<file path="config.mk">
export PLATFORM = sky130hd
export DESIGN_NAME = bin_to_bcd_seq
export DESIGN_NICKNAME = d
export VERILOG_FILES = /design/src/rtl/bin_to_bcd_seq.sv
export SDC_FILE = /design/constraint.sdc
export NUM_CORES = 1
export LEC_CHECK = 0
export BUFFER_PORTS_ARGS = -buffer_cell sky130_fd_sc_hd__buf_2
export CAP_MARGIN = 40
export CORE_MARGIN = 10
export CORE_UTILIZATION = 50
export DETAILED_ROUTE_END_ITERATION = 12
export PLACE_DENSITY = 0.71
export SYNTH_ARGS = -nofsm -noshare
export SYNTH_HDL_FRONTEND = slang
export SYNTH_SLANG_ARGS = --single-unit
</file>
<file path="constraint.sdc">
create_clock -name i_clk -period 3 [get_ports i_clk]
set_clock_uncertainty 0.2 [all_clocks]
set_input_delay 0.45 -clock i_clk [delete_from_list [all_inputs] [get_ports i_clk]]
set_output_delay 0.45 -clock i_clk [all_outputs]
set_load 0.01 [all_outputs]
</file>
<file path="src/rtl/bin_to_bcd_seq.sv">
// Sequential shift-and-add-3 binary-to-BCD converter, one input bit per cycle.
// Optional leading-zero blanking output enabled by defining BIN_TO_BCD_BLANK_EN.
module bin_to_bcd_seq #(
  parameter int unsigned BIN_W  = 8,
  parameter int unsigned DIGITS = 3
) (
  input  logic                  i_clk,
  input  logic                  i_rst_n,
  input  logic                  i_start,
  input  logic [BIN_W-1:0]      i_bin_in,
  output logic                  o_busy,
  output logic                  o_done,
  output logic [4*DIGITS-1:0]   o_bcd_out,
`ifdef BIN_TO_BCD_BLANK_EN
  output logic [DIGITS-1:0]     o_blank,
`endif
  output logic                  o_overflow
);

  localparam int unsigned CNT_W = $clog2(BIN_W + 1);
  localparam int unsigned BCD_W = 4 * DIGITS;

  typedef enum logic [1:0] {StIdle, StShift, StDone} state_e;

  state_e             r_state;
  logic [BIN_W-1:0]   r_bin;
  logic [BCD_W-1:0]   r_bcd;
  logic [CNT_W-1:0]   r_cnt;
  logic               r_ovf;
  logic               r_busy;
  logic               r_done;
  logic [BCD_W-1:0]   r_bcd_out;
  logic               r_overflow;

  logic [BCD_W-1:0]   w_adj;
  logic [BCD_W-1:0]   w_bcd_nxt;
  logic               w_ovf_nxt;
  logic               w_last;

  // Correct every digit >= 5 before the shift so the doubling carries in decimal.
  always_comb begin
    w_adj = '0;
    for (int i = 0; i < int'(DIGITS); i++) begin
      w_adj[4*i +: 4] = (r_bcd[4*i +: 4] >= 4'd5) ? r_bcd[4*i +: 4] + 4'd3 : r_bcd[4*i +: 4];
    end
    w_bcd_nxt = {w_adj[BCD_W-2:0], r_bin[BIN_W-1]};
    w_ovf_nxt = r_ovf | w_adj[BCD_W-1];
    w_last    = (r_cnt == CNT_W'(1));
  end

`ifdef BIN_TO_BCD_BLANK_EN
  localparam logic [DIGITS-1:0] BLANK_RST = ~(DIGITS'(1));

  logic [DIGITS-1:0]  r_blank;
  logic [DIGITS-1:0]  w_blank;
  logic               w_zero_run;

  always_comb begin
    w_blank    = '0;
    w_zero_run = 1'b1;
    for (int i = int'(DIGITS) - 1; i >= 1; i--) begin
      w_zero_run = w_zero_run & (w_bcd_nxt[4*i +: 4] == 4'd0);
      w_blank[i] = w_zero_run;
    end
  end
`endif

  always_ff @(posedge i_clk) begin
    if (!i_rst_n) begin
      r_state    <= StIdle;
      r_bin      <= '0;
      r_bcd      <= '0;
      r_cnt      <= '0;
      r_ovf      <= 1'b0;
      r_busy     <= 1'b0;
      r_done     <= 1'b0;
      r_bcd_out  <= '0;
      r_overflow <= 1'b0;
`ifdef BIN_TO_BCD_BLANK_EN
      r_blank    <= BLANK_RST;
`endif
    end else begin
      r_done <= 1'b0;
      case (r_state)
        StIdle, StDone: begin
          if (i_start) begin
            r_state <= StShift;
            r_busy  <= 1'b1;
            r_bin   <= i_bin_in;
            r_bcd   <= '0;
            r_cnt   <= CNT_W'(BIN_W);
            r_ovf   <= 1'b0;
          end else begin
            r_state <= StIdle;
          end
        end
        StShift: begin
          r_bin <= {r_bin[BIN_W-2:0], 1'b0};
          r_bcd <= w_bcd_nxt;
          r_ovf <= w_ovf_nxt;
          r_cnt <= r_cnt - CNT_W'(1);
          // The final shift result goes straight to the output registers.
          if (w_last) begin
            r_state    <= StDone;
            r_busy     <= 1'b0;
            r_done     <= 1'b1;
            r_bcd_out  <= w_ovf_nxt ? {DIGITS{4'h9}} : w_bcd_nxt;
            r_overflow <= w_ovf_nxt;
`ifdef BIN_TO_BCD_BLANK_EN
            r_blank    <= w_ovf_nxt ? '0 : w_blank;
`endif
          end
        end
        default: begin
          r_state <= StIdle;
          r_busy  <= 1'b0;
        end
      endcase
    end
  end

  assign o_busy     = r_busy;
  assign o_done     = r_done;
  assign o_bcd_out  = r_bcd_out;
  assign o_overflow = r_overflow;
`ifdef BIN_TO_BCD_BLANK_EN
  assign o_blank    = r_blank;
`endif

endmodule
</file>
# --- After elaboration in Yosys (flattened, before gate mapping) ---
# Index checks and enable logic that the tools add are counted.
classes:
  mux: 19
  bitwise_logic: 1
  magnitude_cmp: 3
  n_addsub: 4
  n_reduce_logical: 7
  eq_ne: 5
op_table:
  columns: ["cell", "count"]
  rows:
  - ["$mux W12", 2]
  - ["$pmux W12 S2", 1]
  - ["$mux W4", 4]
  - ["$pmux W8 S2", 1]
  - ["$add A4 B2 Y4 const B", 3]
  - ["$ge A4 B3 Y1 const B", 3]
  - ["$mux W8", 1]
  - ["$pmux W4 S2", 1]
  - ["$reduce_and A2 Y1", 4]
  - ["$mux W1", 5]
  - ["$eq A4 B1 Y1 const B", 1]
  - ["$ne A2 B2 Y1 const B", 2]
  - ["$pmux W1 S2", 2]
  - ["$pmux W2 S2", 1]
  - ["$sub A4 B1 Y4 const B", 1]
  - ["$eq A2 B1 Y1 const B", 1]
  - ["$eq A2 B2 Y1 const B", 1]
  - ["$logic_not A2 Y1", 1]
  - ["$mux W2", 1]
  - ["$reduce_bool A2 Y1", 1]
  - ["$reduce_or A2 Y1", 1]
  - ["$or A1 B1 Y1", 1]
word_totals:
  out_inout_bits: 15
  reg_bits: 42
  in_bits: 11
  word_cells: 48

# --- Logic depth before layout (Yosys ltp) ---
# Gate-level depths: netlist (run 1).
logic_depth:
  depth_word: 4
  ltp_mapped: 6
  depth_no_buf: 6

# --- Worst setup path after synthesis (run 1) ---
# Ideal clock, no wire load.
synth_path:
  kind: "register -> register"
  start: "register r_bcd[9]"
  end: "register r_bcd_out[10] (netlist: o_bcd_out[10])"
  n_path_buf: 0
  period_less_slack_ns: 1.848
  required_ns: 2.712
  setup_ns: 0.088
  path_stages_with_launch: 7
  t_arrival_ns: 1.559
  slack_ns: 1.152
  path_cell_list: "dfxtp_1 -> inv_1 -> ha_1 -> nand2b_1 -> nor3b_1 -> or3_4 -> o32ai_2"
synth_via:
  elab_chain_cells: 4
  word_cells_on_any_way: 5
  cone_classes: "1 x add/sub; 1 x order compare; 2 x mux; 1 x bitwise"
synth_lines:
  columns: ["element", "line", "text"]
  rows:
  - ["start: declaration", "27", "logic [BCD_W-1:0] r_bcd;"]
  - ["start signal: assignment", "99", "r_bcd <= w_bcd_nxt;"]
  - ["$add A4 B2 Y4 or $ge A4 B3 Y1 (tied branches)", "44", "w_adj[4*i +: 4] = (r_bcd[4*i +: 4] >= 4'd5) ? r_bcd[4*i +: 4] + 4'd3 : r_bcd[4*i +: 4];"]
  - ["$mux W4 *", "44", null]
  - ["$or A1 B1 Y1", "47", "w_ovf_nxt = r_ovf | w_adj[BCD_W-1];"]
  - ["$mux W12 *", "107", "r_bcd_out <= w_ovf_nxt ? {DIGITS{4'h9}} : w_bcd_nxt;"]
  - ["end signal: assignment", "107", null]
  - ["end: declaration", "32", "logic [BCD_W-1:0] r_bcd_out;"]
# Every way passes the cells marked *; elsewhere a longest branch is shown, timed or not.
# A chain may end at the register's enable or synchronous reset.

# --- Worst setup path after layout (run 1) ---
layout_path:
  start: "register r_state[0]"
  end: "register r_bcd_out[2] (netlist: o_bcd_out[2])"
layout_via:
  elab_chain_cells: 2
layout_lines:
  columns: ["element", "line", "text"]
  rows:
  - ["start: declaration", "25", "state_e r_state;"]
  - ["start signal: assignment", "70", "r_state <= StIdle;"]
  - ["start signal: assignment", "87", "r_state <= StShift;"]
  - ["start signal: assignment", "94", "r_state <= StIdle;"]
  - ["$eq A2 B1 Y1", "84", "case (r_state)"]
  - ["$reduce_and A2 Y1 (no source line)", null, null]
# No other way between the ends.

==> flow_summary.yaml, run 1 <==
synthesis:
  synth_nets: 249
  ys_types: 35
  syn_area_um2: 1989
  yosysMostFrequentCell: "dfxtp_1"
  synth_top_area_share_pct: 42.26
  syn_inst: 230
  synth.area.top_cells: "dfxtp_1 42%, nor2_1 6.0%, ha_1 5.0%"
  ys_warn_count: 0
  synthArstFlopShare_pct: 0
  synth-seq-area-share_pct: 42.26
  avgSynthCellArea_um2: 8.650
  synth_top_area_cell: "dfxtp_1"
  ys_seq_elements: 42
  synth_edf_count: 0
  synthFlopType: "dfxtp_1"
  synth_common_cells: "42 x dfxtp_1, 32 x nor2_1, 16 x a21oi_1"
die:
  chipHeight_um: 83.08
  die_x_um: 83.08
  io_pins: 26
  core_um2: 3744
  die_area_um2: 6901
  rows: 22
  start_util_pct: 53.14
grt:
  use_met1_pct: 16.00
  grt_use_met2_pct: 19.69
  grt_max_degree: 21
  overflow: 0
  grt.total_usage_pct: 12.88
  use_met3_pct: 3.516
  grt-busiest-layer: "met2"
  antenna_found_initial: 0
  grt_pass1_wl_um: 7617
  grt_pass1_vias: 1664
drt:
  wl_per_cell_um: 14.49
  antenna_left: 0
  first_pass_iters: 4
  viasPerCell: 5.593
  dr_total_vias: 1678
  drt_iter0_drc: 131
  wl_um: 4347
  drc_errors: 0
timing:
  slew_viol_final: 0
  finalSetupTns_ns: 0
  setup_viol: 0
  rsz0062_at_grt: "no"
  fmax_mhz: 435.1
  fin_ws_ns: 0.7017
  period_share_pct: 76.61
  min_period_ns: 2.298
  slew_headroom_pct: 49.22
  final_hold_viol_count: 0
  tightestPinTransition_ns: 0.7617
placed_design:
  gp_congestion: 0.8336
  placed_area_um2: 2132
  port_buffers: 25
  dp_hpwl_um: 3022
  dp_slack_ns: 0.6826
worst_setup_path:
  setup.worst_path.start: "r_state[0]"
  timing.rr.start: "r_state[0]"
  cp-end-kind: "flop"
  critPathMaxStageDelay_ns: 0.57
  crit_type: "reg2reg"
  critPathSlowestCell: "and3_1"
  cp_top_family: "simple AND/OR/NAND/NOR gates"
  worstPathMaxFanout: 15
  required_ns: 3.01
  worst_setup_path_start_kind: "flop"
  worst-path-buf-inv: 0
  worstPathCellList: "and2b_1, and3_1, nand2_1, o32ai_2"
  arrival_ns: 2.31
pwr:
  p_seq_share_pct: 51.5
  power.switching_w: 0.0002837
  p_per_area_nw_per_um2: 515.8
  power.clock.fraction_pct: 38.7
  switching_share_pct: 24.53
  p_leak_nw: 0.9475
  internal-power_w: 0.0008728
  total_power_w: 0.001156
  vdd_drop_max_mv: 0.3397
  combPwrFrac_pct: 9.9
cts:
  cts_resized: 0
  clk_pin_slew_ns: 0.08
  clock_sinks: 42
  postCtsSetupBuffers: 0
  worstSkewPairLatency_ns: 0.30
  h-tree-depth: 2
  clockBufferDepth: 2
  numCtsBuffers: 5
  cts_hold_buf: 0
  cts_root_buf: "clkbuf_8"
  cts_tree: "yes"
run:
  max_cap_viol_count: 0
cells_and_area:
  seqCellArea_um2: 840.8
  multi_input_area_um2: 1031
  area_growth_pct: 12.70
  final_util_pct: 59.89
  antennaDiodeCount: 0
  drive_gt1_share_pct: 16.67
  nNetsFinal: 270
  fillerInstances: 353
  stdcell_area_um2: 2242
status:
  status: "complete, no violations"
min_path:
  hold_class: "in2reg"
  min_from: "i_bin_in[0]"
## worst reg2reg max path: cells and delay by family, from the launching register on
family,cells,cell delay [ns]
simple gates,3,1.33
flops,1,0.38
compound gates,1,0.31
## final timing paths
check        slack (ns)  depth (start not counted)      endpoint
min                0.21                          3      r_bin[0]
max                0.70                          4  o_bcd_out[2]
min reg2reg        0.28                          2         r_ovf
max reg2reg        0.70                          4  o_bcd_out[2]
## per-layer routing
metal  routed length [um]  up-vias
met2                 1917       39
met5                    0        -
met3                  216        6
met1                 2125      777
li1                     -      856
met4                   87        0
## through the flow
step	hold WS, ns	cells
after detailed placement	0.2768	292
after floorplan	0.2486	230
final	0.2053	300
after global placement	0.2614	292
after global routing	0.2695	300
after CTS	0.2017	300
## logic make-up after synthesis
logic type                 after synthesis  synth area share (%)
DFF                                     42                 42.26
adders and majority gates                8                 5.032
buffers and inverters                   29                 5.912
AOI/OAI and AO/OA                       72                 25.47
and+or+nand+nor                         71                 17.42
muxes                                    6                 3.019
xor gates and xnor gates                 2                0.8807
## cells in the final DEF (no fill, tap or decap), types with 4 or more instances in the layout
master	instances
nand2_1	14
nor2_1	32
mux2i_1	6
nor3b_1	6
a211o_1	6
ha_1	8
buf_2	25
inv_1	14
dfxtp_1	42
a21oi_1	16
nand2b_1	5
clkbuf_8	5
a211oi_1	8
o32ai_2	4
a31oi_1	9
and2_1	6
o21ai_0	12
## final cells by class
type,instances,share of cell area [%]
clock buffers,6,3.237
flip-flops and latches,42,37.50
clock inverters,2,1.674
well taps,48,2.679
multi-input cells,159,45.98
repair buffers,27,6.250
inverters,16,2.679
## sequential cells by signal, summed over array words and instances, names as in the netlist
name	flops
o_busy	1
r_bcd	12
r_state	2
r_cnt	4
o_done	1
o_bcd_out	12
r_ovf	1
r_bin	8
o_overflow	1
## power groups by stage
stage               logic (W)  registers [W]  clock network [W]
floorplan           0.0000842       0.000607                  0
finish               0.000114       0.000595           0.000447
global route         0.000132       0.000599           0.000477
detailed placement   0.000115       0.000608                  0
global placement     0.000114       0.000608                  0
CTS                  0.000115       0.000595           0.000457
No activity file was read; power rests on OpenSTA's default activity.
==> inputs of run 2 (changes only) <==
- PLACE_DENSITY: 0.71 -> 0.73
- clock period: 3 -> 2.1 ns (I/O delays scaled with it)
==> run 2 against run 1 <==
First-iteration DRC count shrank 6.1%. Design area grew 0.84%. Largest power group unchanged. Critical path type unchanged. Cell count grew 1.3%. Hold slack lost 0.11 ns. Total power grew 30%. Sequential share of layout area shrank 0.26 points.
==> flow_summary.yaml, run 2 (synthesis results as in run 1) <==
worst_setup_path:
  cp_top_family: "simple AND/OR/NAND/NOR gates"
  worstPathMaxFanout: 5
  worst-path-buf-inv: 1
  cp-end-kind: "flop"
  required_ns: 2.09
  crit_type: "reg2reg"
  critPathMaxStageDelay_ns: 0.42
  worstPathCellList: "inv_1, ha_1, nand2b_2, nor3b_2, or3_4, o32ai_2"
  critPathSlowestCell: "or3_4"
  arrival_ns: 1.99
  worst_setup_path_start_kind: "flop"
timing:
  slew_viol_final: 0
  tightestPinTransition_ns: 0.3916
  setup_viol: 0
  finalSetupTns_ns: 0
  period_share_pct: 94.99
  min_period_ns: 1.995
  fmax_mhz: 501.3
  slew_headroom_pct: 73.62
  rsz0062_at_grt: "no"
  final_hold_viol_count: 0
  fin_ws_ns: 0.1053
grt:
  grt_pass1_wl_um: 7493
  overflow: 0
  grt_max_degree: 21
  grt.total_usage_pct: 12.48
  grt_pass1_vias: 1668
  antenna_found_initial: 0
drt:
  drc_errors: 0
  wl_per_cell_um: 14.12
  wl_um: 4291
  antenna_left: 0
  drt_iter0_drc: 123
  first_pass_iters: 5
  dr_total_vias: 1682
  viasPerCell: 5.533
die:
  chipHeight_um: 83.08
  die_area_um2: 6901
  die_x_um: 83.08
  start_util_pct: 53.14
  core_um2: 3744
  io_pins: 26
  rows: 22
pwr:
  combPwrFrac_pct: 11.7
  internal-power_w: 0.001133
  power.clock.fraction_pct: 31.7
  p_seq_share_pct: 56.5
  p_leak_nw: 0.9628
  switching_share_pct: 24.72
  power.switching_w: 0.0003720
  vdd_drop_max_mv: 0.5298
  p_per_area_nw_per_um2: 665.6
cts:
  cts_tree: "yes"
  cts_root_buf: "clkbuf_8"
  clock_sinks: 42
  worstSkewPairLatency_ns: 0.28
  postCtsSetupBuffers: 0
  clockBufferDepth: 2
  h-tree-depth: 2
  clk_pin_slew_ns: 0.07
  numCtsBuffers: 5
cells_and_area:
  nNetsFinal: 275
  fillerInstances: 363
  stdcell_area_um2: 2261
  final_common_cell: "dfxtp_1"
  layout.cells.non_filler: 304
  multi_input_area_um2: 1045
  area_growth_pct: 13.65
  drive_gt1_share_pct: 18.75
  antennaDiodeCount: 0
  final_util_pct: 60.39
  final_cell_mix: "41 x dfxtp_1, 32 x nor2_1, 25 x buf_2"
  seqCellArea_um2: 842.1
min_path:
  hold_class: "in2reg"
placed_design:
  dp_hpwl_um: 3172
  dp_slack_ns: 0.07353
  place_inst: 297
  port_buffers: 25
  placed_area_um2: 2170
  gp_congestion: 0.7910
run:
  max_cap_viol_count: 0
status:
  status: "complete, no violations"
[run 2: cell count changes in the layout (fill, tap and decap cells not counted), sizes merged]
| cell | before | now |
|---|---|---|
| bufinv | 1 | 0 |
| clkinvlp | 1 | 0 |
| buf | 27 | 32 |
| clkbuf | 6 | 7 |
[run 2: repair_timing]
item | CTS | global route
setup endpoints to repair | 0 | 14
resized for setup | 0 | 4
endpoints found under the hold margin | 0 | 0
hold buffers | 0 | 0
[run 2: power groups by stage]
stage / registers [W] / logic, W / clock network (W)
finish: 0.000851 / 0.000177 / 0.000477
global route: 0.000855 / 0.000201 / 0.000524
CTS: 0.000851 / 0.000178 / 0.000497
detailed placement: 0.000869 / 0.000178 / 0
global placement: 0.000869 / 0.000175 / 0
floorplan: 0.000867 / 0.000120 / 0
[run 2: path summary, 6_finish.rpt]
path                            depth (start not counted)    startpoint             to  slack [ns]
worst min-delay path                                    3   i_bin_in[0]       r_bin[0]         0.1
worst min register to register                          2  o_bcd_out[2]   o_bcd_out[2]        0.29
worst max-delay path                                    6      r_bcd[9]  o_bcd_out[10]        0.11
worst max register to register                          6      r_bcd[9]  o_bcd_out[10]        0.11
[run 2: metal layers]
metal / track usage [%] / vias to the layer above / part of all wire (%)
li1: - / 868 / -
met3: 4.199 / 6 / 6.9
met5: 0 / - / 0
met1: 15.76 / 770 / 47
met4: 4.769 / 0 / 1.3
met2: 18.99 / 38 / 45
[run 2: per-stage QoR]
| step | power (W) | hold slack, ns |
|---|---|---|
| finish | 0.001505 | 0.09563 |
| global route | 0.001580 | 0.1172 |
| CTS | 0.001526 | 0.08793 |
| detailed placement | 0.001047 | 0.2749 |
| global placement | 0.001043 | 0.2694 |
| floorplan | 0.0009873 | 0.2486 |
[run 2: layout make-up]
| type | count | share of cell area, % |
|---|---|---|
| repair buffers | 32 | 7.858 |
| multi-input cells | 159 | 46.21 |
| flip-flops and latches | 42 | 37.24 |
| clock buffers | 7 | 3.376 |
| well taps | 48 | 2.656 |
| inverters | 16 | 2.656 |
[run 2: worst register-to-register path, cell delays in order (launching register included)]
cell and delay [ns]:
dfxtp_2 0.36, inv_1 0.06, ha_1 0.17, nand2b_2 0.21
nor3b_2 0.20, or3_4 0.42, o32ai_2 0.28
